`config.mk`:
```
export PLATFORM = sky130hd
export DESIGN_NAME = dmem_responder
export DESIGN_NICKNAME = d
export VERILOG_FILES = /design/src/rtl/dmem_pkg.sv /design/src/rtl/dmem_lane_align.sv /design/src/rtl/dmem_responder.sv
export SDC_FILE = /design/constraint.sdc
export NUM_CORES = 2
export LEC_CHECK = 0
export BUFFER_PORTS_ARGS = -buffer_cell sky130_fd_sc_hd__clkbuf_2
export CORE_ASPECT_RATIO = 1.75
export CORE_MARGIN = 2
export CORE_UTILIZATION = 40
export CTS_CLUSTER_DIAMETER = 40
export DETAILED_ROUTE_END_ITERATION = 8
export PLACE_DENSITY = 0.6
export SETUP_SLACK_MARGIN = 0.4
export SLEW_MARGIN = 40
export SYNTH_ARGS = -nofsm -noshare
export SYNTH_HDL_FRONTEND = slang
export SYNTH_SLANG_ARGS = --single-unit
```
`constraint.sdc`:
```
create_clock -name clk -period 7.6 [get_ports clk]
set_clock_uncertainty 0.15 [all_clocks]
set_input_delay 0.76 -clock clk [delete_from_list [all_inputs] [get_ports clk]]
set_output_delay 0.76 -clock clk [all_outputs]
set_load 0.01 [all_outputs]
```
`src/rtl/dmem_pkg.sv`:
```
// -----------------------------------------------------------------------------
// dmem_pkg
// Shared types and defaults for the data-memory responder.
//   state_t : responder FSM states (IDLE, WAIT, RESP)
//   size_t  : RISC-V load/store funct3 size codes
//   DATA_W_DEF / ADDR_W_DEF : default data and byte-address widths
//   LANES   : byte lanes per storage word
// -----------------------------------------------------------------------------
package dmem_pkg;

    localparam int DATA_W_DEF = 32;
    localparam int ADDR_W_DEF = 9;
    localparam int LANES      = 4;

    typedef enum logic [1:0] {
        IDLE = 2'd0,
        WAIT = 2'd1,
        RESP = 2'd2
    } state_t;

    typedef enum logic [2:0] {
        SIZE_B  = 3'b000,
        SIZE_H  = 3'b001,
        SIZE_W  = 3'b010,
        SIZE_BU = 3'b100,
        SIZE_HU = 3'b101
    } size_t;

endpackage

```
`src/rtl/dmem_lane_align.sv`:
```
// -----------------------------------------------------------------------------
// dmem_lane_align
// Combinational byte-lane logic for one memory access.
//   size    : funct3 size code of the access
//   addr_lo : low two byte-address bits (lane offset)
//   wdata   : LSB-aligned store data
//   rword   : full storage word at the accessed word address
//   wstrb   : per-lane write enables (all zero on an illegal access)
//   wword   : store data replicated onto the lanes it may land in
//   rdata   : extracted and extended load data (zero on an illegal access)
//   err     : misaligned access or unsupported size code
// Lanes are fixed at four bytes, so DATA_W is expected to be 32.
// -----------------------------------------------------------------------------
module dmem_lane_align
    import dmem_pkg::*;
#(
    parameter int DATA_W = DATA_W_DEF
) (
    input  logic [2:0]        size,
    input  logic [1:0]        addr_lo,
    input  logic [DATA_W-1:0] wdata,
    input  logic [DATA_W-1:0] rword,
    output logic [LANES-1:0]  wstrb,
    output logic [DATA_W-1:0] wword,
    output logic [DATA_W-1:0] rdata,
    output logic              err
);

    logic [DATA_W-1:0] shifted;

    // NOTE: every output of a combinational block gets a default before the
    // case statements, so no path leaves a signal unassigned and no latch is
    // inferred.
    always_comb begin
        err     = 1'b0;
        wstrb   = '0;
        wword   = wdata;
        rdata   = '0;
        // Bring the addressed byte/half down to bit 0 before extension.
        shifted = rword >> {addr_lo, 3'b000};

        case (size)
            SIZE_B, SIZE_BU: begin
                wstrb = 4'b0001 << addr_lo;
                wword = {4{wdata[7:0]}};
            end
            SIZE_H, SIZE_HU: begin
                err   = addr_lo[0];
                wstrb = addr_lo[1] ? 4'b1100 : 4'b0011;
                wword = {2{wdata[15:0]}};
            end
            SIZE_W: begin
                err   = (addr_lo != 2'b00);
                wstrb = 4'b1111;
            end
            default: err = 1'b1;
        endcase

        case (size)
            SIZE_B:  rdata = {{(DATA_W-8){shifted[7]}}, shifted[7:0]};
            SIZE_BU: rdata = {{(DATA_W-8){1'b0}}, shifted[7:0]};
            SIZE_H:  rdata = {{(DATA_W-16){shifted[15]}}, shifted[15:0]};
            SIZE_HU: rdata = {{(DATA_W-16){1'b0}}, shifted[15:0]};
            SIZE_W:  rdata = rword;
            default: rdata = '0;
        endcase

        // An illegal access neither writes nor returns data.
        if (err) begin
            wstrb = '0;
            rdata = '0;
        end
    end

endmodule

```
`src/rtl/dmem_responder.sv`:
```
// -----------------------------------------------------------------------------
// dmem_responder
// Single-outstanding data-memory responder with configurable wait states.
//   clk, reset           : rising-edge clock, synchronous active-high reset
//   req_valid/req_ready  : request handshake (ready only in IDLE)
//   req_wr               : 1 = store, 0 = load
//   req_addr             : byte address
//   req_size             : funct3 size code (b, h, w, bu, hu)
//   req_wdata            : LSB-aligned store data
//   rsp_valid            : one-cycle response strobe
//   rsp_rdata            : extended load data (0 for stores and errors)
//   rsp_err              : misaligned access or illegal size
//   busy                 : FSM outside IDLE
// Accepted requests spend WAIT_CYCLES cycles in WAIT, then one cycle in RESP.
// The memory access happens on the edge that enters RESP.
// -----------------------------------------------------------------------------
module dmem_responder
    import dmem_pkg::*;
#(
    parameter int DATA_W      = DATA_W_DEF,
    parameter int ADDR_W      = ADDR_W_DEF,
    parameter int WAIT_CYCLES = 1
) (
    input  logic              clk,
    input  logic              reset,
    input  logic              req_valid,
    output logic              req_ready,
    input  logic              req_wr,
    input  logic [ADDR_W-1:0] req_addr,
    input  logic [2:0]        req_size,
    input  logic [DATA_W-1:0] req_wdata,
    output logic              rsp_valid,
    output logic [DATA_W-1:0] rsp_rdata,
    output logic              rsp_err,
    output logic              busy
);

    localparam int WORDS = 2 ** (ADDR_W - 2);

    state_t            state, state_next;
    logic [3:0]        cnt, cnt_next;

    logic              cap_wr;
    logic [ADDR_W-1:0] cap_addr;
    logic [2:0]        cap_size;
    logic [DATA_W-1:0] cap_wdata;

    logic [LANES-1:0][7:0] mem [WORDS];

    logic              accept;
    logic              enter_resp;

    logic              acc_wr;
    logic [ADDR_W-1:0] acc_addr;
    logic [2:0]        acc_size;
    logic [DATA_W-1:0] acc_wdata;
    logic [ADDR_W-3:0] word_idx;
    logic [DATA_W-1:0] rword;

    logic [LANES-1:0]  la_wstrb;
    logic [DATA_W-1:0] la_wword;
    logic [DATA_W-1:0] la_rdata;
    logic              la_err;

    assign req_ready = (state == IDLE);
    assign rsp_valid = (state == RESP);
    assign busy      = (state != IDLE);
    assign accept    = req_valid && req_ready;

    // ---------------------------------------------------------------- FSM
    always_comb begin
        state_next = state;
        cnt_next   = cnt;
        case (state)
            IDLE: begin
                if (accept) begin
                    if (WAIT_CYCLES == 0) begin
                        state_next = RESP;
                    end else begin
                        state_next = WAIT;
                        cnt_next   = 4'(WAIT_CYCLES - 1);
                    end
                end
            end
            WAIT: begin
                if (cnt == 4'd0) state_next = RESP;
                else             cnt_next   = cnt - 4'd1;
            end
            RESP:    state_next = IDLE;
            default: state_next = IDLE;
        endcase
    end

    assign enter_resp = (state_next == RESP);

    // With no wait states the access happens on the accepting edge, before
    // the capture registers hold the request, so the live request is used.
    assign acc_wr    = (state == IDLE) ? req_wr    : cap_wr;
    assign acc_addr  = (state == IDLE) ? req_addr  : cap_addr;
    assign acc_size  = (state == IDLE) ? req_size  : cap_size;
    assign acc_wdata = (state == IDLE) ? req_wdata : cap_wdata;

    assign word_idx = acc_addr[ADDR_W-1:2];
    assign rword    = mem[word_idx];

    dmem_lane_align #(
        .DATA_W (DATA_W)
    ) u_lane_align (
        .size    (acc_size),
        .addr_lo (acc_addr[1:0]),
        .wdata   (acc_wdata),
        .rword   (rword),
        .wstrb   (la_wstrb),
        .wword   (la_wword),
        .rdata   (la_rdata),
        .err     (la_err)
    );

    // NOTE: sequential state uses non-blocking assignments so every register
    // samples the pre-edge values, independent of statement order.
    always_ff @(posedge clk) begin
        if (reset) begin
            state     <= IDLE;
            cnt       <= '0;
            cap_wr    <= 1'b0;
            cap_addr  <= '0;
            cap_size  <= '0;
            cap_wdata <= '0;
            rsp_rdata <= '0;
            rsp_err   <= 1'b0;
        end else begin
            state <= state_next;
            cnt   <= cnt_next;
            if (accept) begin
                cap_wr    <= req_wr;
                cap_addr  <= req_addr;
                cap_size  <= req_size;
                cap_wdata <= req_wdata;
            end
            if (enter_resp) begin
                rsp_rdata <= acc_wr ? '0 : la_rdata;
                rsp_err   <= la_err;
            end
        end
    end

    // NOTE: the storage array is deliberately not reset; contents survive
    // reset, and a reset on the committing edge suppresses the write.
    always_ff @(posedge clk) begin
        if (!reset && enter_resp && acc_wr) begin
            for (int i = 0; i < LANES; i++) begin
                if (la_wstrb[i]) mem[word_idx][i] <= la_wword[8*i +: 8];
            end
        end
    end

endmodule

```
==> impl_metrics.py <==
metrics = {
    "status": {
        "outcome": "completed",
    },
    "sta": {
        "slew_viol_final": 0,
        "rsz0062_at_grt": "false",
        "min_period_ns": 6.31,
        "fmax_mhz": 158,
        "maxSlewHeadroom_pct": 28.9,
        "finalHoldViolations": 0,
        "setup_viol": 0,
        "fin_tns_setup_ns": 0,
        "fin_crit_sh_pct": 83.0,
        "worst_pin_slew_ns": 1.06,
    },
    "grt": {
        "antenna_found_initial": 21,
        "grt_use_total_pct": 26.6,
        "grt_pass1_wl_um": 798000,
        "grt_pass1_vias": 105790,
        "gr-total-overflow": 0,
        "grt_max_degree": 140,
    },
    "synth": {
        "synth_area_um2": 165000,
        "synth_edf_count": 4096,
        "ys.flop_type": "edfxtp_1",
        "synth_top_area_share_pct": 74.6,
        "avgSynthCellArea_um2": 14.7,
        "yosysTopAreaCell": "edfxtp_1",
        "synth-compound-area-share_pct": 11.2,
        "yosysSeqAreaShare_pct": 75.7,
        "syn_inst": 11245,
        "synth_common_cells": "edfxtp_1, nand2_1, o22ai_1, nor2_1, o21ai_0",
        "synthMuxAreaShare_pct": 1.98,
        "yosysMostFrequentCell": "edfxtp_1",
        "yosysUniqueCellTypes": 95,
        "yosys_warnings": 0,
        "synth_fp_nets": 11295,
        "synth-xor-area-share_pct": 0.0106,
        "synthAdderAreaFrac_pct": 0.0152,
        "async_flop_share_pct": 0,
        "synth_seq_cells": 4180,
        "synth_area_leaders": "edfxtp_1, o22ai_1, nand2_1",
        "synthSimpleGateAreaFrac_pct": 8.18,
        "synth_top_family_by_area": "compound AO/OA/AOI/OAI gates",
    },
    "final_layout": {
        "areaGrowthSynthToFinish_pct": 14.0,
        "fill_cells": 35518,
        "fin_nets": 11543,
        "finish.instance_area_um2": 188000,
        "fin_util_pct": 45.8,
        "layout.cells.non_filler": 17275,
        "drive_above_1_share_pct": 14.5,
    },
    "power": {
        "cell_internal_pwr_w": 0.0377,
        "switching_share_pct": 25.7,
        "combPwrFrac_pct": 11.2,
        "seq_power_share_pct": 51.3,
        "ir_drop_v": 0.000257,
        "p_leak_nw": 58.7,
        "p_per_area_nw_per_um2": 270,
        "switching_power_w": 0.0131,
        "clock_power_share_pct": 37.5,
        "total_power_w": 0.0508,
    },
    "placed_design": {
        "place_area_um2": 175000,
        "gp_congestion": 0.933,
        "portBuffers": 83,
        "hpwl_um": 356000,
        "placed_cells": 16567,
    },
    "floorplan": {
        "start_util_pct": 40.2,
        "core_area_um2": 410000,
        "ios": 84,
        "row_count": 311,
        "chipHeight_um": 853,
        "dieArea_um2": 417000,
        "dieWidth_um": 489,
    },
    "worst_setup_path": {
        "path_class": "reg -> reg",
        "critPathLaunchType": "flip-flop",
        "cp.required_ns": 8.31,
        "reg2reg_depth": 15,
        "path_max_fanout": 58,
        "reg2reg_from": "state[1]",
        "rrSetupSlack_ns": 1.29,
        "crit_arrival_ns": 7.02,
        "reg2reg_to": "rsp_rdata[11]",
        "end_kind": "flip-flop",
    },
    "clocking": {
        "cts_sinks": 4180,
        "cts_root_buf": "clkbuf_16",
        "clk_latency_ns": 0.95,
        "clk_pin_slew_ns": 0.07,
        "cts_tree": "done",
        "cts_buffer_depth": 4,
        "numCtsBuffers": 357,
        "h-tree-depth": 5,
        "cts-resized-gates": 0,
    },
    "hold_path": {
        "hold_path_depth": 3,
        "hold_path_end": "cap_addr[6]",
        "hp-start": "req_addr[6]",
        "hp-class": "in -> reg",
    },
    "route": {
        "vias": 107884,
        "drtPass1Iterations": 9,
        "first_iter_violations": 13890,
        "drtAntennaViolNets": 0,
        "wl_per_cell_um": 33.0,
        "detail_route.vias_per_cell": 6.25,
        "routed_wl_um": 571000,
        "drc_errors": 0,
    },
    "run": {
        "max_cap_viol_count": 0,
    },
}
[final cells by class]
type	count	area [µm²]	share of cell area [%]
flip-flops and latches	4180	125000	66.4
multi-input cells	6140	37300	19.9
clock buffers	414	9380	4.99
repair buffers	796	6970	3.71
well taps	5477	6850	3.65
clock inverters	236	2530	1.35
inverters	18	97.6	0.0520
diodes	14	35.0	0.0187
[routing by layer]
layer | routed length [µm] | up-vias | share of wire, % | GRT usage [%]
li1 | - | 44829 | - | -
met1 | 189000 | 54907 | 33 | 30.2
met2 | 276000 | 6515 | 48 | 43.9
met3 | 52100 | 1623 | 9.1 | 4.86
met4 | 53300 | 10 | 9.3 | 21.5
met5 | 77 | - | 0.013 | 0
[what timing repair did]
item,CTS,global route
hold buffers,40,0
buffers inserted,0,0
endpoints found under the hold margin,40,0
[worst max path at each step]
stage | from | endpoint | slack, ns | depth (start not counted)
after floorplan | state[1] | mem[0][10] | 0.37 | 11
after global placement | state[1] | rsp_rdata[11] | 1.15 | 14
after detailed placement | state[1] | rsp_rdata[11] | 1.07 | 14
after CTS | state[1] | rsp_rdata[11] | 1.04 | 14
after global routing | state[1] | rsp_rdata[11] | 1.22 | 15
final | state[1] | rsp_rdata[11] | 1.29 | 15
[logic make-up (layout without fill, tap and decap cells)]
kind of cell / after synthesis / count (layout)
compound gates: 2767 / 2767
xor+xnor: 2 / 2
fa+ha+maj: 2 / 2
buf+inv: 925 / 1464
flops: 4180 / 4180
mux: 323 / 323
other cells: 0 / 14
simple gates: 3046 / 3046
[power by group through the flow]
| stage | registers, W | logic (W) | clock network (W) |
|---|---|---|---|
| 6_report | 0.0261 | 0.00568 | 0.0191 |
| 5_1_grt | 0.0260 | 0.00581 | 0.0199 |
| 4_1_cts | 0.0261 | 0.00553 | 0.0192 |
| 3_5_place_dp | 0.0266 | 0.00549 | 0 |
| 3_3_place_gp | 0.0266 | 0.00534 | 0 |
| 2_1_floorplan | 0.0267 | 0.00279 | 0 |
[per-stage QoR]
step                      hold slack, ns  worst slack [ns]
after floorplan                    0.286             0.369
after global placement             0.292              1.15
final                             0.0827              1.29
after global routing              0.0833              1.22
after detailed placement           0.299              1.07
after CTS                        0.00592              1.04
[state kept, by name (all words and copies together), names as in the netlist]
name       flops
cap_addr       9
cap_size       3
cap_wdata     32
cap_wr         1
cnt            4
mem         4096
rsp_err        1
rsp_rdata     32
state          2
[cell usage in the layout, fill, tap and decap left out, types with 152 or more instances in the layout]
cell,n
edfxtp_1,4096
nand2_1,1173
o22ai_1,826
buf_4,566
nor2_1,493
o21ai_0,493
nand3_1,395
clkbuf_16,367
nor3_1,360
mux2i_1,306
a31oi_1,279
o211ai_1,200
o221ai_1,173
and3_1,152
a21oi_1,152
[worst max-delay path, cell delays in order (launching register included)]
cell and delay (ns):
dfxtp_1 0.43, or2_2 0.41, inv_8 0.30, buf_16 0.36, o21a_4 0.73, buf_4 0.47
buf_12 0.34, o22ai_1 0.15, o21ai_0 0.40, a31oi_1 0.21, o21ai_1 0.55, nand4_1 0.53
buf_4 0.33, or3b_1 0.33, and3_1 0.19, a221oi_2 0.23
Power figures use the tool's default switching activity.
